### config.mk
export PLATFORM = sky130hd
export DESIGN_NAME = tdc_measure_controller
export DESIGN_NICKNAME = d
export VERILOG_FILES = /design/src/rtl/tdc_measure_controller.sv
export SDC_FILE = /design/constraint.sdc
export NUM_CORES = 1
export LEC_CHECK = 0
export ABC_AREA = 1
export BUFFER_PORTS_ARGS = -buffer_cell sky130_fd_sc_hd__buf_2
export CAP_MARGIN = 20
export CORE_ASPECT_RATIO = 0.7
export CORE_UTILIZATION = 27
export CTS_BUF_LIST = sky130_fd_sc_hd__clkbuf_16
export CTS_CLUSTER_DIAMETER = 30
export DETAILED_ROUTE_END_ITERATION = 12
export SYNTH_ARGS = -nofsm -noshare
export SYNTH_HDL_FRONTEND = slang
export SYNTH_SLANG_ARGS = --single-unit
### constraint.sdc
create_clock -name clk -period 6.83 [get_ports clk]
set_input_delay 0 -clock clk [delete_from_list [all_inputs] [get_ports clk]]
set_output_delay 0 -clock clk [all_outputs]
set_load 0.01 [all_outputs]
### src/rtl/tdc_measure_controller.sv
// tdc_measure_controller
// Sequences one TDC time-interval measurement: gates the quadrature clock
// generator on, waits for it to settle, arms on a start event, counts coarse
// cycles until a stop event (or a timeout) and holds the result on a
// valid/ready interface until the readout logic accepts it.
module tdc_measure_controller #(
   parameter int BIT_COUNT      = 32,
   parameter int WARMUP_CYCLES  = 8,
   parameter int TIMEOUT_CYCLES = 1000
) (
   input  logic                 clk,
   input  logic                 reset,
   input  logic                 enable,
   input  logic                 startPulse,
   input  logic                 stopPulse,
   input  logic [3:0]           fineCode,
   output logic                 clkGateEn,
   output logic                 busy,
   output logic                 measValid,
   input  logic                 measReady,
   output logic [BIT_COUNT-1:0] coarseCount,
   output logic [3:0]           fineOut,
   output logic                 timeout
);

   typedef enum logic [2:0] {
      S_IDLE   = 3'd0,
      S_WARMUP = 3'd1,
      S_ARMED  = 3'd2,
      S_COUNT  = 3'd3,
      S_HOLD   = 3'd4
   } state_t;

   // Counter value seen in the last warm-up cycle, and the timeout limit.
   localparam logic [BIT_COUNT-1:0] WARMUP_LAST = BIT_COUNT'(WARMUP_CYCLES - 1);
   localparam logic [BIT_COUNT-1:0] TIMEOUT_VAL = BIT_COUNT'(TIMEOUT_CYCLES);
   localparam logic [BIT_COUNT-1:0] CNT_ONE     = BIT_COUNT'(1);

   state_t               state_q, state_d;
   logic [BIT_COUNT-1:0] cnt_q, cnt_d;
   logic [BIT_COUNT-1:0] coarse_q, coarse_d;
   logic [3:0]           fine_q, fine_d;
   logic                 timeout_q, timeout_d;
   logic [BIT_COUNT-1:0] cnt_inc;

   // The counter holds (cycles since start) - 1 while counting, so the
   // incremented value is the interval ending at the current edge. It never
   // exceeds TIMEOUT_CYCLES, so the increment cannot wrap.
   assign cnt_inc = cnt_q + CNT_ONE;

   // Next-state, counter and result-register logic.
   always_comb begin
      state_d   = state_q;
      cnt_d     = cnt_q;
      coarse_d  = coarse_q;
      fine_d    = fine_q;
      timeout_d = timeout_q;
      case (state_q)
         S_IDLE: begin
            if (enable) begin
               state_d = S_WARMUP;
               cnt_d   = '0;
            end
         end
         S_WARMUP: begin
            if (!enable) begin
               state_d = S_IDLE;
               cnt_d   = '0;
            end else if (cnt_q == WARMUP_LAST) begin
               state_d = S_ARMED;
               cnt_d   = '0;
            end else begin
               cnt_d = cnt_inc;
            end
         end
         S_ARMED: begin
            // A lone stop is ignored; start and stop together is a zero interval.
            if (!enable) begin
               state_d = S_IDLE;
               cnt_d   = '0;
            end else if (startPulse) begin
               cnt_d = '0;
               if (stopPulse) begin
                  state_d   = S_HOLD;
                  coarse_d  = '0;
                  fine_d    = fineCode;
                  timeout_d = 1'b0;
               end else begin
                  state_d = S_COUNT;
               end
            end
         end
         S_COUNT: begin
            // Abort beats stop; stop beats timeout.
            if (!enable) begin
               state_d = S_IDLE;
               cnt_d   = '0;
            end else begin
               cnt_d = cnt_inc;
               if (stopPulse) begin
                  state_d   = S_HOLD;
                  coarse_d  = cnt_inc;
                  fine_d    = fineCode;
                  timeout_d = 1'b0;
               end else if (cnt_inc == TIMEOUT_VAL) begin
                  state_d   = S_HOLD;
                  coarse_d  = TIMEOUT_VAL;
                  fine_d    = 4'h0;
                  timeout_d = 1'b1;
               end
            end
         end
         S_HOLD: begin
            // Result is held until accepted; enable only selects where to go next.
            if (measReady) begin
               cnt_d   = '0;
               state_d = enable ? S_ARMED : S_IDLE;
            end
         end
         default: begin
            state_d = S_IDLE;
            cnt_d   = '0;
         end
      endcase
   end

   // State, counter and result registers with synchronous reset.
   always_ff @(posedge clk) begin
      if (reset) begin
         state_q   <= S_IDLE;
         cnt_q     <= '0;
         coarse_q  <= '0;
         fine_q    <= 4'h0;
         timeout_q <= 1'b0;
      end else begin
         state_q   <= state_d;
         cnt_q     <= cnt_d;
         coarse_q  <= coarse_d;
         fine_q    <= fine_d;
         timeout_q <= timeout_d;
      end
   end

   // Status outputs decode directly from the registered state.
   assign busy        = (state_q != S_IDLE);
   assign clkGateEn   = busy;
   assign measValid   = (state_q == S_HOLD);
   assign coarseCount = coarse_q;
   assign fineOut     = fine_q;
   assign timeout     = timeout_q;

endmodule

==> key figures <==
Floorplanning
  – Die area: 15900 um2
  – Starting Density: 28.0%
  – Core area: 14900 um2
  – Rows: 37
  – Chip height: 106 um
  – Die width: 150 um
  – I/O pins: 50

Cells and area
  – Final layout net count: 729
  – Area Growth Syn to Fin: 16.5%
  – ANT cells: 0
  – Final Core Density: 32.6%
  – Ratio of cells with drive above 1 in the final layout: 11.6%

Worst setup path
  – CP Capture Type: register
  – Slowest Stage Delay on Critical Path: 0.47 ns
  – CP Data Arrival Time: 3.46 ns
  – Delay-heaviest family, CP: simple AND/OR/NAND/NOR gates
  – Crit path launch type: register
  – Crit Path Category: register to register
  – Cell mode on critical path: nand2_1
  – CP cell instances: ha_1 -> nand3_2 -> nor2_1 -> nand3_1 -> nor2_1 -> nand2_1 -> nand2_1 -> nand2_1 -> nand2_1 -> nor2_1 -> nand3_1 -> nand3_4 -> nand2_4 -> nand2_1 -> nand2_1 -> nor2_1
  – Buf/Inv on CP: 0
  – Critical path peak fanout: 45
  – CP required: 7.03 ns
  – Slowest CP cell: nand2_4

Synth
  – Multiplexer area fraction after synthesis: 0%
  – Synth Instances: 680
  – Ys Warns: 0
  – Post-Synth Adder-Cell Area: 0.301%
  – Synth Register Bits: 72
  – Avg Cell Area, Syn: 6.12 um2
  – Net count after synthesis: 691
  – Post-synthesis xor/xnor area fraction: 0.211%
  – Largest family of logic cells by synthesized area: simple AND/OR/NAND/NOR gates
  – Post-Syn Area: 4160 um2
  – Post-synthesis cell type count: 36
  – Compound-cell area share of the yosys netlist: 12.9%
  – Sequential element share of the synthesized area: 34.6%
  – Synth Area in Simple Gates: 43.1%

Pwr
  – Combinational fraction of design power: 18.3%
  – Leak: 1.90 nW
  – Int Pwr: 0.770 mW
  – Flop pwr share: 40.0%
  – Sw power: 0.352 mW
  – Switching share of power: 31.4%
  – Power Dens Cells: 232 nW/um2
  – Max VDD drop: 0.000112 V
  – Clock share of power: 41.7%

Clock network
  – Clk sink count: 72
  – Num CTS Buffers: 9
  – Root Buffer: clkbuf_16
  – Clock Path Buffers: 2
  – Clock slew at reported path FFs: 0.06 ns
  – Number of H-tree levels: 3
  – Worst-skew pair later-pin latency: 0.34 ns
  – CTS tree: done

Timing
  – Final TNS setup: 0 ns
  – Unrepaired setup endpoints after global routing: no
  – Max Slew Vio Count: 0
  – Min Clock Period, post-route: 3.26 ns
  – Max Clock Skew: 0.00879 ns
  – Endpoints failing setup: 0
  – Final Hold Viols: 0
  – Slew @ Worst Pin: 0.995 ns
  – Highest Clock Rate: 0.306 GHz
  – Fin crit share: 47.8%
  – Max-slew headroom: 33.5%

Placement
  – Final HPWL from detailed placement: 9000 um
  – Buffers on Ports: 49
  – GPL Wtd Cong: 0.961

Global routing
  – Initial antenna violation count: 0
  – Largest net degree at the start of global routing: 64
  – Total track usage: 16.3%
  – First-pass GRT wire length: 20100 um
  – Congestion Overflow GR: 0
  – Number of global-route vias before repair: 4051

Job
  – Max_cap viols: 0

Routing
  – Via count: 4392
  – Starting DRT DRC Count: 286
  – Average wire per standard cell: 13.4 um
  – DRC violations left: 0
  – Final wirelength: 12300 um
  – Post-route antenna net violation count: 0
  – Initial DRT Pass Iterations: 5
  – Via density: 4.78

Status
  – Outcome: complete, no violations

Min path
  – Min-delay worst type: input port to register
## state kept, by name, indices dropped and copies added, names as in the netlist
name,flops
fineOut,4
cnt_q,32
state_q,3
timeout,1
coarseCount,32
## worst reg2reg max path: cells and delay by family, from the launching register on
family,cells,cell delay [ns]
and+or+nand+nor,15,2.39
adders and majority gates,1,0.29
DFF,1,0.44
## cell families after synthesis
logic type,count (synthesis)
and+or+nand+nor,415
DFF,72
adders and majority gates,1
AOI/OAI and AO/OA,105
buffers and inverters,86
xor gates and xnor gates,1
## layout by cell type (no fill, tap or decap)
cell and n:
nand3_1 64, nand3_2 1, nand3b_1 7, nand2_4 2, and2_1 1, xor2_1 1
a21oi_1 85, a21boi_0 1, buf_2 49, dfxtp_1 72, nand4_1 8, clkinv_4 1
clkinv_2 1, nor4_1 4, o21bai_1 1, dlygate4sd3_1 2, clkinv_1 5, nor2_4 4
nand2_2 4, o21ai_0 13, clkbuf_16 9, nor3_1 1, bufinv_16 1, a31oi_1 1
o21ai_1 2, buf_8 1, nor3b_1 1, clkinvlp_4 1, nor2_2 4, nand3_4 1
ha_1 1, nand2_1 232, buf_4 3, inv_1 56, o211ai_1 1, or2_2 1
and3_1 1, a21oi_2 1, nor2_1 79
## through the flow
stage / hold slack [ns] / std cells / instance area (um2) / total power, mW / worst slack [ns]
finish: 0.0139 / 918 / 4840 / 1.12 / 3.57
CTS: 0.00902 / 917 / 4830 / 1.12 / 3.60
global placement: 0.327 / 899 / 4520 / 0.654 / 3.71
global route: 0.0468 / 918 / 4840 / 1.18 / 3.14
floorplan: 0.186 / 680 / 4160 / 0.611 / 4.55
detailed placement: 0.312 / 899 / 4520 / 0.654 / 3.61
## layer usage
metal | routed length [um] | share of wire (%) | up-vias | GRT usage [%]
met2 | 4970 | 40 | 121 | 23.4
met1 | 6410 | 52 | 1997 | 23.9
li1 | - | - | 2260 | -
met4 | 131 | 1.1 | 0 | 3.75
met3 | 841 | 6.8 | 14 | 4.07
met5 | 0 | 0 | - | 0
## power by group through the flow
| stage | registers [mW] | logic, mW | clock network [mW] |
|---|---|---|---|
| 6_report | 0.449 | 0.206 | 0.468 |
| 5_1_grt | 0.451 | 0.234 | 0.493 |
| 4_1_cts | 0.449 | 0.198 | 0.476 |
| 3_5_place_dp | 0.458 | 0.196 | 0 |
| 3_3_place_gp | 0.457 | 0.197 | 0 |
| 2_1_floorplan | 0.457 | 0.154 | 0 |
## cell type report
| class | instances | area, um2 |
|---|---|---|
| Fill cell | 1643 | 10000 |
| Clock buffer | 9 | 225 |
| Clock inverter | 7 | 62.6 |
| Tap cell | 195 | 244 |
| Timing Repair Buffer | 55 | 303 |
| Sequential cell | 72 | 1440 |
| Inverter | 58 | 218 |
| Multi-Input combinational cell | 522 | 2350 |
## timing repair
item | CTS | global route
setup buffers | 0 | 0
gates resized for setup | 0 | 0
endpoints found under the hold margin | 2 | 0
hold buffers | 2 | 0
endpoints found under the setup margin | 0 | 0
## path summary, 6_finish.rpt
kind	slack, ns	cells after the start	end	startpoint
max reg2reg	3.57	16	fineOut[0]	cnt_q[0]
min reg2reg	0.46	2	coarseCount[27]	coarseCount[27]
min	0.01	5	fineOut[1]	fineCode[1]
max	3.57	16	fineOut[0]	cnt_q[0]
## cell usage after synthesis
| master | count | area share (%) |
|---|---|---|
| nand2_1 | 232 | 21 |
| or2_2 | 1 | 0.15 |
| and3_1 | 1 | 0.15 |
| clkbuf_2 | 1 | 0.12 |
| nand2_4 | 2 | 0.54 |
| buf_4 | 1 | 0.18 |
| inv_1 | 56 | 5.1 |
| nand3_1 | 64 | 7.7 |
| a31oi_1 | 1 | 0.15 |
| o211ai_1 | 1 | 0.18 |
| buf_6 | 5 | 1.4 |
| a21oi_1 | 85 | 10 |
| nor2_1 | 79 | 7.1 |
| xor2_1 | 1 | 0.21 |
| clkbuf_1 | 18 | 1.6 |
| nor2_4 | 4 | 1.1 |
| o21ai_0 | 13 | 1.6 |
| o21ai_1 | 2 | 0.24 |
| o21bai_1 | 1 | 0.18 |
| nor4_1 | 4 | 0.60 |
| nor3_1 | 1 | 0.12 |
| nand3_4 | 1 | 0.42 |
| nand3b_1 | 7 | 1.3 |
| ha_1 | 1 | 0.30 |
| nor2_2 | 4 | 0.60 |
| nor3b_1 | 1 | 0.18 |
| nand4_1 | 8 | 1.2 |
| a21oi_2 | 1 | 0.21 |
| a21boi_0 | 1 | 0.18 |
| nand3_2 | 1 | 0.24 |
| clkinv_1 | 2 | 0.18 |
| buf_2 | 2 | 0.24 |
| nand2_2 | 4 | 0.60 |
| and2_1 | 1 | 0.15 |
| buf_1 | 1 | 0.090 |
| dfxtp_1 | 72 | 35 |
Power figures use the tool's default switching activity.
